===== config.mk =====
export PLATFORM = sky130hd
export DESIGN_NAME = lfsr_decrypt_ctrl
export DESIGN_NICKNAME = d
export VERILOG_FILES = /design/src/rtl/lfsr_decrypt_ctrl.sv
export SDC_FILE = /design/constraint.sdc
export NUM_CORES = 1
export LEC_CHECK = 0
export CAP_MARGIN = 10
export CORE_MARGIN = 5
export CORE_UTILIZATION = 38
export DETAILED_ROUTE_END_ITERATION = 6
export GPL_TIMING_DRIVEN = 0
export PLACE_DENSITY = 0.66
export SYNTH_ARGS = -nofsm -noshare
export SYNTH_HDL_FRONTEND = slang
export SYNTH_SLANG_ARGS = --single-unit

===== constraint.sdc =====
create_clock -name clk -period 3.3 [get_ports clk]
set_input_delay 0.33 -clock clk [delete_from_list [all_inputs] [get_ports clk]]
set_output_delay 0.33 -clock clk [all_outputs]
set_load 0.05 [all_outputs]

===== src/rtl/lfsr_decrypt_ctrl.sv =====
// lfsr_decrypt_ctrl
//   Sequencer for the program-2 message decryption. On a falling edge of req
//   it reads the 64 encrypted bytes at DM[64..127], recovers the LFSR seed
//   from the space-padded preamble, finds the first of 9 tap patterns whose
//   keystream reproduces the preamble, then writes the 64 decrypted bytes to
//   DM[0..63] and raises ack.
//
//   Optional feature macro: PARITY_CHECK_EN
//     defined   - bit 7 of each encrypted byte is an even-parity bit over
//                 bits 6:0; bad bytes decode to 0x80, fail preamble compares
//                 and set the sticky parity_err flag.
//     undefined - bit 7 is ignored and parity_err is tied low.
//
//   Ports
//     clk          in   system clock, rising edge
//     init         in   asynchronous active-high reset
//     req          in   start request (run launched on its falling edge)
//     ack          out  run complete, held until req rises
//     mem_addr     out  DM address (read data returns combinationally)
//     mem_rd_data  in   DM read data
//     mem_wr_en    out  DM write strobe
//     mem_wr_data  out  DM write data
//     pat_idx      out  matched tap pattern index, 0xF when none matched
//     match_fail   out  no tap pattern fit the preamble
//     parity_err   out  sticky parity mismatch flag
module lfsr_decrypt_ctrl #(
    parameter int unsigned PRE_CHK = 9
) (
    input  logic       clk,
    input  logic       init,
    input  logic       req,
    output logic       ack,
    output logic [6:0] mem_addr,
    input  logic [7:0] mem_rd_data,
    output logic       mem_wr_en,
    output logic [7:0] mem_wr_data,
    output logic [3:0] pat_idx,
    output logic       match_fail,
    output logic       parity_err
);

    typedef enum logic [2:0] {
        S_IDLE,
        S_SEED,
        S_TRY,
        S_DRD,
        S_DWR,
        S_DONE
    } state_t;

    localparam logic [5:0] LAST_CHK = 6'(PRE_CHK);

    function automatic logic [6:0] tap_rom(input logic [3:0] k);
        logic [6:0] t;
        case (k)
            4'd0:    t = 7'h60;
            4'd1:    t = 7'h48;
            4'd2:    t = 7'h78;
            4'd3:    t = 7'h72;
            4'd4:    t = 7'h6A;
            4'd5:    t = 7'h69;
            4'd6:    t = 7'h5C;
            4'd7:    t = 7'h7E;
            4'd8:    t = 7'h7B;
            default: t = '0;
        endcase
        return t;
    endfunction

    function automatic logic [6:0] lfsr_step(input logic [6:0] s, input logic [6:0] t);
        return {s[5:0], ^(s & t)};
    endfunction

    state_t     state_q, state_d;
    logic       req_q;
    logic [3:0] k_q, k_d;
    logic [5:0] i_q, i_d;
    logic [6:0] lfsr_q, lfsr_d;
    logic [6:0] seed_q, seed_d;
    logic [7:0] d_q, d_d;
    logic [3:0] pat_q, pat_d;
    logic       fail_q, fail_d;
    logic       par_ok;
    logic       hit;

`ifdef PARITY_CHECK_EN
    logic perr_q, perr_d;
    assign par_ok     = (mem_rd_data[7] == ^mem_rd_data[6:0]);
    assign parity_err = perr_q;
`else
    logic rd_par_unused;
    assign rd_par_unused = mem_rd_data[7];
    assign par_ok        = 1'b1;
    assign parity_err    = 1'b0;
`endif

    assign pat_idx    = pat_q;
    assign match_fail = fail_q;
    assign hit        = ((mem_rd_data[6:0] ^ lfsr_q) == 7'h20) && par_ok;

    always_comb begin
        state_d     = state_q;
        k_d         = k_q;
        i_d         = i_q;
        lfsr_d      = lfsr_q;
        seed_d      = seed_q;
        d_d         = d_q;
        pat_d       = pat_q;
        fail_d      = fail_q;
`ifdef PARITY_CHECK_EN
        perr_d      = perr_q;
`endif
        ack         = 1'b0;
        mem_addr    = '0;
        mem_wr_en   = 1'b0;
        mem_wr_data = '0;

        case (state_q)
            S_IDLE: begin
                if (req_q && !req) begin
                    fail_d  = 1'b0;
`ifdef PARITY_CHECK_EN
                    perr_d  = 1'b0;
`endif
                    k_d     = '0;
                    state_d = S_SEED;
                end
            end

            S_SEED: begin
                mem_addr = 7'd64;
                seed_d   = mem_rd_data[6:0] ^ 7'h20;
                lfsr_d   = lfsr_step(seed_d, tap_rom(k_q));
                i_d      = 6'd1;
                state_d  = S_TRY;
            end

            S_TRY: begin
                mem_addr = {1'b1, i_q};
                if (hit) begin
                    if (i_q == LAST_CHK) begin
                        pat_d   = k_q;
                        lfsr_d  = seed_q;
                        i_d     = '0;
                        state_d = S_DRD;
                    end else begin
                        i_d    = i_q + 6'd1;
                        lfsr_d = lfsr_step(lfsr_q, tap_rom(k_q));
                    end
                end else if (k_q != 4'd8) begin
                    // Move straight to the next candidate: its first keystream
                    // byte is produced here so the next compare starts at i=1.
                    k_d    = k_q + 4'd1;
                    i_d    = 6'd1;
                    lfsr_d = lfsr_step(seed_q, tap_rom(k_q + 4'd1));
                end else begin
                    fail_d  = 1'b1;
                    pat_d   = 4'hF;
                    state_d = S_DONE;
                end
            end

            S_DRD: begin
                mem_addr = {1'b1, i_q};
                d_d      = {1'b0, mem_rd_data[6:0] ^ lfsr_q};
`ifdef PARITY_CHECK_EN
                if (!par_ok) begin
                    d_d    = 8'h80;
                    perr_d = 1'b1;
                end
`endif
                state_d = S_DWR;
            end

            S_DWR: begin
                mem_addr    = {1'b0, i_q};
                mem_wr_en   = 1'b1;
                mem_wr_data = d_q;
                lfsr_d      = lfsr_step(lfsr_q, tap_rom(k_q));
                if (i_q == 6'd63) begin
                    state_d = S_DONE;
                end else begin
                    i_d     = i_q + 6'd1;
                    state_d = S_DRD;
                end
            end

            S_DONE: begin
                ack = 1'b1;
                if (req) begin
                    state_d = S_IDLE;
                end
            end

            default: state_d = S_IDLE;
        endcase
    end

    always_ff @(posedge clk or posedge init) begin
        if (init) begin
            state_q <= S_IDLE;
            req_q   <= 1'b0;
            k_q     <= '0;
            i_q     <= '0;
            lfsr_q  <= '0;
            seed_q  <= '0;
            d_q     <= '0;
            pat_q   <= '0;
            fail_q  <= 1'b0;
`ifdef PARITY_CHECK_EN
            perr_q  <= 1'b0;
`endif
        end else begin
            state_q <= state_d;
            req_q   <= req;
            k_q     <= k_d;
            i_q     <= i_d;
            lfsr_q  <= lfsr_d;
            seed_q  <= seed_d;
            d_q     <= d_d;
            pat_q   <= pat_d;
            fail_q  <= fail_d;
`ifdef PARITY_CHECK_EN
            perr_q  <= perr_d;
`endif
        end
    end

endmodule


# Word level (Yosys, flattened, before mapping)
# Memories as Yosys holds them, arrays and structs flattened.
# Index checks and enable logic that the tools add are counted.
# op_classes
n_addsub	2
n_eq_ne	20
bitwise	6
reduce_logical	16
muxes	39
# ops
cell	count
$mux W7	12
$pmux W7 S3	2
$and A7 B7 Y7	4
$reduce_xor A7 Y1	4
$mux W4	6
$mux W6	4
$mux W3	6
$pmux W3 S6	1
$pmux W6 S3	1
$ne A2 B2 Y1 const B	7
$reduce_and A4 Y1	3
$ne A3 B3 Y1 const B	3
$pmux W4 S2	1
$eq A7 B6 Y1 const B	1
$xor A7 B7 Y7	1
$add A6 B1 Y6 const B	1
$eq A3 B2 Y1 const B	2
$eq A3 B3 Y1 const B	2
$eq A6 B4 Y1 const B	1
$eq A6 B6 Y1 const B	1
$reduce_and A3 Y1	2
$mux W1	5
$add A4 B1 Y4 const B	1
$ne A4 B4 Y1 const B	1
other kinds (11)	11
# totals
input_bits	11
out_inout_bits	23
romBits	448
ff_bits	40
word_cells	96
n_memories	4
# mem_list
name	depth	word_bits	read_ports	rd_clocked_by_memory_dff	wr	line	text
(name not given)	16	7	1	0	0	55	case (k)
(name not given)	16	7	1	0	0	55	
(name not given)	16	7	1	0	0	55	
(name not given)	16	7	1	0	0	55	

# Depth between registers and ports, before layout
# An unclocked memory read counts as a cell.
# depth
word_depth	10
mapped_depth	11
depth_no_buf	10

# Worst setup path after synthesis
# No wires, ideal clock.
# synth_path
path_type	register -> register
startpoint	register k_q[0]
endpoint	register lfsr_q[0]
period_less_slack_ns	2.591
t_arrival_ns	2.458
path_buffers	1
path_stages_with_launch	12
setup_time_ns	0.133
path_slack_ns	0.709
path_cell_list	dfrtp_1 inv_1 ha_1 buf_2 nand2b_1 a21oi_1 o21ai_0 xnor3_1 xnor2_1 o22ai_1 o41ai_1 a31oi_1
# synth_via
elab_chain_len	10
# synth_lines
element	line	text
start, declared	76	logic [3:0] k_q, k_d;
start signal, assigned	216	k_q <= k_d;
$add A4 B1 Y4	155	lfsr_d = lfsr_step(seed_q, tap_rom(k_q + 4'd1));
$mem_v2 Z16 W7	-	
$mux W7	150	end else if (k_q != 4'd8) begin
$mux W7	140	if (hit) begin
$mux W7	118	case (state_q)
$and A7 B7 Y7	71	return {s[5:0], ^(s & t)};
$reduce_xor A7 Y1	71	
$mux W7	150	
$mux W7	140	
$pmux W7 S3	118	
end signal, assigned	218	lfsr_q <= lfsr_d;
end, declared	78	logic [6:0] lfsr_q, lfsr_d;
# Parallel ways exist; a longest one is shown, timed or not. The select of a mux whose other input is x is not followed.
# A chain may end at the register's enable or synchronous reset.

# Worst setup path after layout
# layout_path
startpoint	register k_q[1]
endpoint	register lfsr_q[0]
# Same word-level chain as after synthesis.

==> out/qor.csv <==
metric,value,unit
Die Y,97.0,um
Die X,97.0,um
Yosys reg bits,40,
Sum Neg Setup Slack,0,ps
Syn-to-layout area delta,17.7,%
DP Wirelength,5.21,mm
CTS tree,done,
DRT iter0 DRCs,113,
CP required,3480,ps
gpl congestion,0.840,
mux cell area share after synthesis,5.70,%
gr usage total,15.1,%
hold crit path type,flop to flop,
share of the synthesized area in the top cell type,34.8,%
Setup Crit Path Kind,flop to flop,
status,"complete, no violations",
ant diodes,0,
Sink Count,40,
Vias,2435,
Yosys warning count,0,
GRT overflow,0,
Port Buffers,30,
CP startpoint kind,flop,
placed cell count,446,
clk_skew,5.21,ps
hold bufs inserted after CTS,0,
Leakage,1.38,nW
RSZ-0062 raised after global routing,false,
"top cells by area, synth","dfrtp_1 35%, nand2_1 4.8%, o21ai_0 4.5%, ha_1 4.4%, mux2_2 4.3%",
Final Critical Period,2940,ps
max capacitance violation total,0,
Routed WL per cell,15.5,um
simple-gate portion of the synthesized area,21.9,%
DP Area,3300,um2
Total Wirelength,7.02,mm
Final Slew Violations,0,
Post-Synth XOR/XNOR Area,9.49,%
FMAX,340,MHz
# DRC,0,
worst-path fanout max,12,
Num CTS Buffers,5,
final hold viol count,0,
final setup vio count,0,
Critical Path AT,3120,ps
die area,9410,um2
Post-synth EDFFs,0,
register area share after synthesis,34.8,%
Overall Power,3.11,mW
Mapped Cells,316,
CTS H-tree depth,2,
root buf cell,clkbuf_8,
Final Cell Area,3380,um2
drt pass-1 iters,4,
# fillers,758,
post-synth top area cell,dfrtp_1,
Rel. slew slack,42.4,%
Crit. End Element,flop,
NumNets Final,375,
I/O pin cnt,34,
total core area,7290,um2
Syn Area/Cell,9.10,um2
worst-skew pair later-pin latency,300,ps
adder-cell area share of the yosys netlist,4.35,%
Synth Flop Type,dfrtp_1,
largest family of logic cells by synthesized area,simple AND/OR/NAND/NOR gates,
synth unique cells,62,
pwr dens,918,nW/um2
Compound-Gate Fraction of Synth Area,18.6,%
share of layout cells above drive strength 1,12.7,%
number of global-route vias before repair,2338,
"Clk pin slew, worst setup/hold paths",80,ps
hold path cells,2,
first-pass GRT wire length,11.8,mm
fin crit share,89.2,%
Post-DRT Antenna Nets,0,
row cnt,31,
Final Non-Filler Cells,453,
Initial Utilization,39.4,%
Least-Margin Pin Slew,862,ps
initial antenna violation count,0,
synthesized area,2880,um2
pin count of the biggest net entering global routing,41,
Fin Hold WS,473,ps
reg2reg path depth,11,
post-synthesis async set-or-reset flop share,100,%
DR vias/cell,5.38,
maximum clock insertion buffer count,2,
peak supply drop,0.394,mV
[synthesized netlist by cell type (5+ instances only)]
cell type  count
a221oi_1       7
a21oi_1       13
buf_4          6
ha_1          10
buf_2          5
nand3_1        5
nor2b_1        8
dfrtp_1       40
xor2_1        13
nor3_1         5
nand2b_1       6
nand2_1       37
nor2_1        21
o21ai_0       26
xnor2_1       13
and2_1         8
inv_1          8
mux2_2        11
[what timing repair did]
action                                  4_1_cts  5_1_grt
endpoints found under the setup margin        0        1
hold endpoints to repair                      0        0
resized for setup                             0        2
setup buffers                                 0        0
[metrics by stage]
| stage | util [%] | setup WS [ps] |
|---|---|---|
| 6_report | 46.4 | 357 |
| 5_1_grt | 46.4 | 70.2 |
| 4_1_cts | 46.4 | 221 |
| 3_5_place_dp | 45.3 | 239 |
| 3_3_place_gp | 45.3 | 317 |
| 2_1_floorplan | - | 709 |
[critical path, stage by stage (launching register included)]
cell,delay (ps)
dfrtp_2,520
inv_1,160
ha_1,300
buf_2,180
nand2b_1,160
a21oi_1,230
o21ai_0,150
xnor3_1,380
xnor2_1,220
o22ai_1,120
o41ai_1,340
a31oi_1,70
[worst paths after layout]
check                            start         to  slack (ps)
worst max-delay path            k_q[1]  lfsr_q[0]         360
worst min-delay path            d_q[0]     d_q[0]         470
worst max register to register  k_q[1]  lfsr_q[0]         360
worst min register to register  d_q[0]     d_q[0]         470
max in group asynchronous         init     k_q[1]        2170
min in group asynchronous         init     d_q[6]         530
[metal layers]
layer / routed length (um) / vias up / GRT usage, %
met5: 0 / - / 0
met4: 144 / 0 / 5.18
met3: 352 / 12 / 3.67
met2: 3120 / 62 / 23.2
met1: 3410 / 1167 / 20.8
li1: - / 1194 / -
[cell type report]
class | count | area, um2 | share of cell area [%]
Clock buffer | 6 | 72.6 | 2.14
Tap cell | 99 | 124 | 3.66
Inverter | 9 | 33.8 | 0.999
Sequential cell | 40 | 1000 | 29.7
Multi-Input combinational cell | 252 | 1730 | 51.2
Buffer | 16 | 111 | 3.29
Clock inverter | 1 | 5.00 | 0.148
Timing Repair Buffer | 30 | 300 | 8.88
[where the power goes]
| group | leakage [nW] | internal, mW | switching [mW] |
|---|---|---|---|
| clock network | 0.0410 | 0.144 | 0.177 |
| registers | 0.488 | 0.700 | 0.227 |
| logic | 0.847 | 0.765 | 1.09 |
[cell families (layout without fill, tap and decap cells)]
logic type                 count (synthesis)  count (layout)
adders and majority gates                 10              10
buffers and inverters                     25              62
muxes                                     15              15
other                                      1               2
AOI/OAI and AO/OA                         81              81
xor gates and xnor gates                  28              28
DFF                                       40              40
and+or+nand+nor                          116             116
[placed cells by master (no fill, tap or decap), types with 4 or more instances in the layout]
master,synthesis,layout
dfrtp_1,40,38
nand2_1,37,37
clkdlybuf4s50_1,0,30
o21ai_0,26,26
nor2_1,21,21
xor2_1,13,13
xnor2_1,13,13
a21oi_1,13,13
mux2_2,11,11
ha_1,10,10
nor2b_1,8,8
and2_1,8,8
inv_1,8,7
a221oi_1,7,7
buf_4,6,6
nand2b_1,6,6
buf_2,5,5
nand3_1,5,5
nor3_1,5,5
clkbuf_8,0,5
or3_1,4,4
mux2i_1,4,4
a31oi_1,4,4
a22o_1,4,4
[registers in the layout, indices dropped and copies added, names as in the netlist]
signal      count
match_fail      1
d_q             7
state_q         3
pat_idx         4
i_q             6
seed_q          7
k_q             4
lfsr_q          7
req_q           1
Power figures use the tool's default switching activity.
==> RTL edit 1, RTL diff (config.mk and constraints unchanged) <==
Take the reset off `k_q` and load it in a clocked block of its own.
--- a/src/rtl/lfsr_decrypt_ctrl.sv
+++ b/src/rtl/lfsr_decrypt_ctrl.sv
@@ -200,7 +200,6 @@
         if (init) begin
             state_q <= S_IDLE;
             req_q   <= 1'b0;
-            k_q     <= '0;
             i_q     <= '0;
             lfsr_q  <= '0;
             seed_q  <= '0;
@@ -213,7 +212,6 @@
         end else begin
             state_q <= state_d;
             req_q   <= req;
-            k_q     <= k_d;
             i_q     <= i_d;
             lfsr_q  <= lfsr_d;
             seed_q  <= seed_d;
@@ -226,5 +224,9 @@
         end
     end
 
+    always_ff @(posedge clk) begin
+        k_q <= k_d;
+    end
+
 endmodule
 
Formal check against the unedited RTL: no difference found for any inputs over 10 cycles, from zero or initial values; that may be too few to reach the edited logic, so the function may still have changed.
==> RTL edit 1 against the original RTL <==
  * Design area up 5.1%
  * Utilization down 0.40 points
  * Power up 15%
  * Area after synthesis up 5.0%
  * Critical path depth down 1
  * Global-route usage about the same
  * Setup slack worse by 0.10 ns
  * Synthesized cell count up 9.2%
  * Sequential cell count up 7
  * Via count up 6.2%
  * Non-clock buffer count down 1
  * Routed wire length up 1.6%
  * Critical path type is now in -> reg
  * Largest cell class unchanged
==> RTL edit 1: results (changes against the original RTL) <==
metric;value;unit;change
status;finished clean;;
Post-DP HPWL;5570;um;+6.8%
CTS H-tree depth;2;;unchanged
Num CTS Buffers;5;;unchanged
DR pass1 iterations;5;;+1
Unique masters post-synth;57;;-8.1%
vias per cell;5.32;;-1.0%
first-pass GRT wire length;12200;um;+3.2%
placed instance count;478;;+7.2%
largest net degree at the start of global routing;37;;-9.8%
GP Congestion;0.918;;+9.3%
syn avg cell area;8.75;sq um;-3.8%
max_cap viols;0;;unchanged
VDD IR max;0.000442;V;+12%
number of port buffers;30;;unchanged
vias in the first global route;2509;;+7.3%
cts hold-fix bufs;0;;unchanged
via count;2585;;+6.2%
ranking of synthesized cells by area;dfrtp_1, nand2_1, xnor2_1, ha_1, dfxtp_1;;
Clk pwr share;0.112;;+0.009
DP Worst Slack;-0.0798;ns;-0.319 ns
Clock group;0.399;mW;+24%
clk buf depth;2;;unchanged
switching power;1.67;mW;+12%
worst hold slack;0.474;ns;+0.00167 ns
Hold WC Path Type;in -> async;;
Logic power comb;2.11;mW;+13%
Global Route Usage Sum;0.151;;about the same
area post-placement;0.00345;sq mm;+4.5%
post-CTS setup buffer count;0;;unchanged
Post-Route WL;7130;um;+1.6%
CP arrival;3.24;ns;+0.12 ns
clock root buffer;clkbuf_8;;
internal reg-to-reg setup slack;0.36;ns;
worst reg2reg path depth;9;;-2
top post-synthesis cells by count;nand2_1, dfrtp_1, nor2_1;;
Final nets;406;;+8.3%
initial DRC count;134;;+19%
FF-to-FF Start;lfsr_q[0];;
Max Clock Skew;0.00885;ns;+0.00364 ns
wire length on met2;3490;um;+12%
LEAKAGE;1.47;nW;+6.6%
WL met3;360;um;+2.3%
Synth Warn #;0;;unchanged
Clk pin slew, worst setup/hold paths;0.09;ns;
layout cells sized above 1;0.0755;;-0.0516
fillers;758;;unchanged
Max FO, Critical Path;8;;-4
initial antenna violation count;0;;unchanged
Post-synth ARST share;0.766;;-0.234
met1 wire length;3140;um;-7.7%
post-CTS resize count;0;;unchanged
register area share after synthesis;0.385;;+0.0365
ant diodes;0;;unchanged
Area Overhead vs Synth;17.7;%;about the same
DR top layer;met4;;
Post-synth EDFFs;4;;+4
clk_lat worst skew;0.30;ns;about the same
slew margin rel.;0.477;;+0.0529
[RTL edit 1: logic make-up after synthesis]
kind of cell             count (synthesis)  synth area share
flip-flops                              47             0.385
multiplexers                             8            0.0298
other                                    1           0.00124
XOR/XNOR                                31            0.0899
buffers and inverters                   31            0.0448
AND/OR/NAND/NOR                        138             0.229
AO/OA/AOI/OAI                           77             0.171
adder cells (fa/ha/maj)                 12            0.0497
[RTL edit 1: cell type report]
| class | count | area, sq um | area share |
|---|---|---|---|
| well taps | 102 | 128 | 0.0359 |
| repair buffers | 30 | 300 | 0.0845 |
| clock inverters | 1 | 6.26 | 0.00176 |
| inverters | 16 | 60.1 | 0.0169 |
| multi-input cells | 268 | 1730 | 0.486 |
| clock buffers | 7 | 97.6 | 0.0275 |
| plain buffers | 15 | 75.1 | 0.0211 |
| flip-flops and latches | 47 | 1160 | 0.327 |
[RTL edit 1: how the worst max path moves through the flow]
stage / start / to / slack, ns / cells past startpoint
global placement: mem_rd_data[5] / flop / -0.03 / 10
detailed placement: mem_rd_data[5] / flop / -0.08 / 10
CTS: mem_rd_data[5] / flop / 0.24 / 10
floorplan: state_q[1] / mem_addr[0] / 0.70 / 5
global route: mem_rd_data[5] / flop / 0.10 / 10
finish: mem_rd_data[5] / flop / 0.26 / 10
[RTL edit 1: worst max-delay path: stages]
cell and delay (ns):
clkdlybuf4s50_1 0.60, xor2_1 0.23, nand2_1 0.11, or4_4 0.56, nand3_2 0.19, mux2i_1 0.42, inv_1 0.14, ha_1 0.22
mux2_4 0.26, a22o_1 0.17
[RTL edit 1: routing by layer]
layer,vias up,global-route usage
met3,13,0.0252
met2,70,0.257
met1,1238,0.199
met5,-,0
met4,0,0.0420
li1,1264,-
==> RTL edit 2, RTL diff (config.mk and constraints unchanged) <==
Without the edit above. Add a define of `PARITY_CHECK_EN`.
--- a/src/rtl/lfsr_decrypt_ctrl.sv
+++ b/src/rtl/lfsr_decrypt_ctrl.sv
@@ -23,6 +23,8 @@
 //     pat_idx      out  matched tap pattern index, 0xF when none matched
 //     match_fail   out  no tap pattern fit the preamble
 //     parity_err   out  sticky parity mismatch flag
+`define PARITY_CHECK_EN
+
 module lfsr_decrypt_ctrl #(
     parameter int unsigned PRE_CHK = 9
 ) (
Behaviour: not the same (Yosys sat finds a counterexample within 10 cycles, from zero or initial values).
==> RTL edit 2 against the original RTL <==
  * Critical path depth shrank 1
  * Area after synthesis grew 8.2%
  * Worst hold slack got worse by 0.11 ns
  * Count of clock-buffer cells in the layout is the same
  * Setup slack lost 0.26 ns
  * Sequential cell count grew 2
  * Routed wire length grew 20%
  * Design area increased by 9.7%
  * Power increased by 19%
  * Largest cell class unchanged
  * Highest routed layer unchanged
==> RTL edit 2: results (changes against the original RTL) <==
metric;value;unit;change
Max FO, Critical Path;10;;-2
Final nets;435;;+16%
initial DRC count;233;;+110%
clk buf depth;2;;unchanged
Post-synth EDFFs;0;;unchanged
met3 usage in global routing;0.0367;;about the same
ranking of synthesized cells by area;dfrtp_1, xnor2_1, nand2_1, a21oi_1, o21ai_0;;
worst hold slack;0.362;ns;-0.111 ns
Unique masters post-synth;48;;-23%
met1 usage;0.232;;+0.0245
first-pass GRT wire length;13900;um;+18%
Hold WC Path Type;in -> async;;
DP Worst Slack;0.159;ns;-0.0802 ns
Max Clock Skew;0.00543;ns;+0.000225 ns
largest net degree at the start of global routing;43;;+4.9%
met1 wire length;3740;um;+9.8%
internal reg-to-reg setup slack;0.1;ns;-0.26 ns
Routed WL per cell;16.2;um;+4.4%
WL met3;611;um;+74%
wire length on met2;3860;um;+24%
DR pass1 iterations;6;;+2
VDD IR max;0.000432;V;+9.6%
slew margin rel.;0.518;;+0.0934
status;finished clean;;
vias per cell;5.62;;+4.5%
layout cells sized above 1;0.0867;;-0.0404
Post-synth ARST share;1.00;;unchanged
Post-Route WL;8420;um;+20%
synthesized instance count;373;;+18%
worst reg2reg path depth;10;;-1
top post-synthesis cells by count;nand2_1, dfrtp_1, a21oi_1;;
largest registers;d_q (8), lfsr_q (7), seed_q (7);;
most numerous cell in the Yosys netlist;nand2_1;;
placed instance count;512;;+15%
GP Congestion;0.908;;+8.1%
area post-placement;0.00359;sq mm;+8.8%
vias in the first global route;2816;;+20%
fillers;822;;+8.4%
register area share after synthesis;0.338;;-0.0102
CTS H-tree depth;2;;unchanged
number of port buffers;33;;+10%
Global Route met2 Usage;0.277;;+0.0443
Clk pin slew, worst setup/hold paths;0.08;ns;about the same
Post-DP HPWL;6300;um;+21%
LEAKAGE;1.55;nW;+13%
CP arrival;3.38;ns;+0.26 ns
Global Route Usage Sum;0.170;;+0.0189
## RTL edit 2: how the worst max path moves through the flow
stage / depth (start not counted) / slack, ns / from / end
finish: 10 / 0.1 / k_q[1] / lfsr_q[0]
global route: 10 / -0.16 / k_q[1] / lfsr_q[0]
CTS: 6 / 0.07 / state_q[1] / mem_addr[1]
detailed placement: 10 / 0.16 / k_q[1] / lfsr_q[0]
global placement: 8 / 0.19 / k_q[0] / lfsr_q[0]
floorplan: 8 / 0.65 / k_q[0] / lfsr_q[0]
## RTL edit 2: worst max-delay path, cell delays in order, from the launching register on
cell      delay, ns
dfrtp_1        0.42
buf_2          0.27
inv_1          0.16
ha_1           0.30
clkbuf_1       0.38
nand2b_1       0.19
o31ai_1        0.07
a31oi_1        0.21
xnor3_1        0.40
o31a_1         0.33
a222oi_1       0.36
## RTL edit 2: where the power goes
part	switching, mW	total, mW	internal [mW]
Clock	0.187	0.413	0.226
Sequential	0.226	0.948	0.722
Combinational	1.38	2.34	0.956
Total	1.80	3.70	1.90
## RTL edit 2: cell type report
type / instances / area [sq um] / share of cell area
sequential: 42 / 1050 / 0.283
tap: 105 / 131 / 0.0354
multi-input combinational: 297 / 1900 / 0.511
buffer: 22 / 129 / 0.0347
timing repair buffer: 34 / 350 / 0.0944
inverter: 12 / 45.0 / 0.0121
clock buffer: 6 / 72.6 / 0.0195
clock inverter: 2 / 37.5 / 0.0101
## RTL edit 2: what timing repair did
action,4_1_cts,5_1_grt
setup endpoints to repair,0,7
gates resized for setup,0,2
setup buffers,0,0
## RTL edit 2: logic make-up after synthesis
family          synth area share
buf+inv                   0.0559
simple gates               0.206
flops                      0.338
compound gates             0.228
xor+xnor                  0.0913
mux                       0.0406
fa+ha+maj                 0.0402
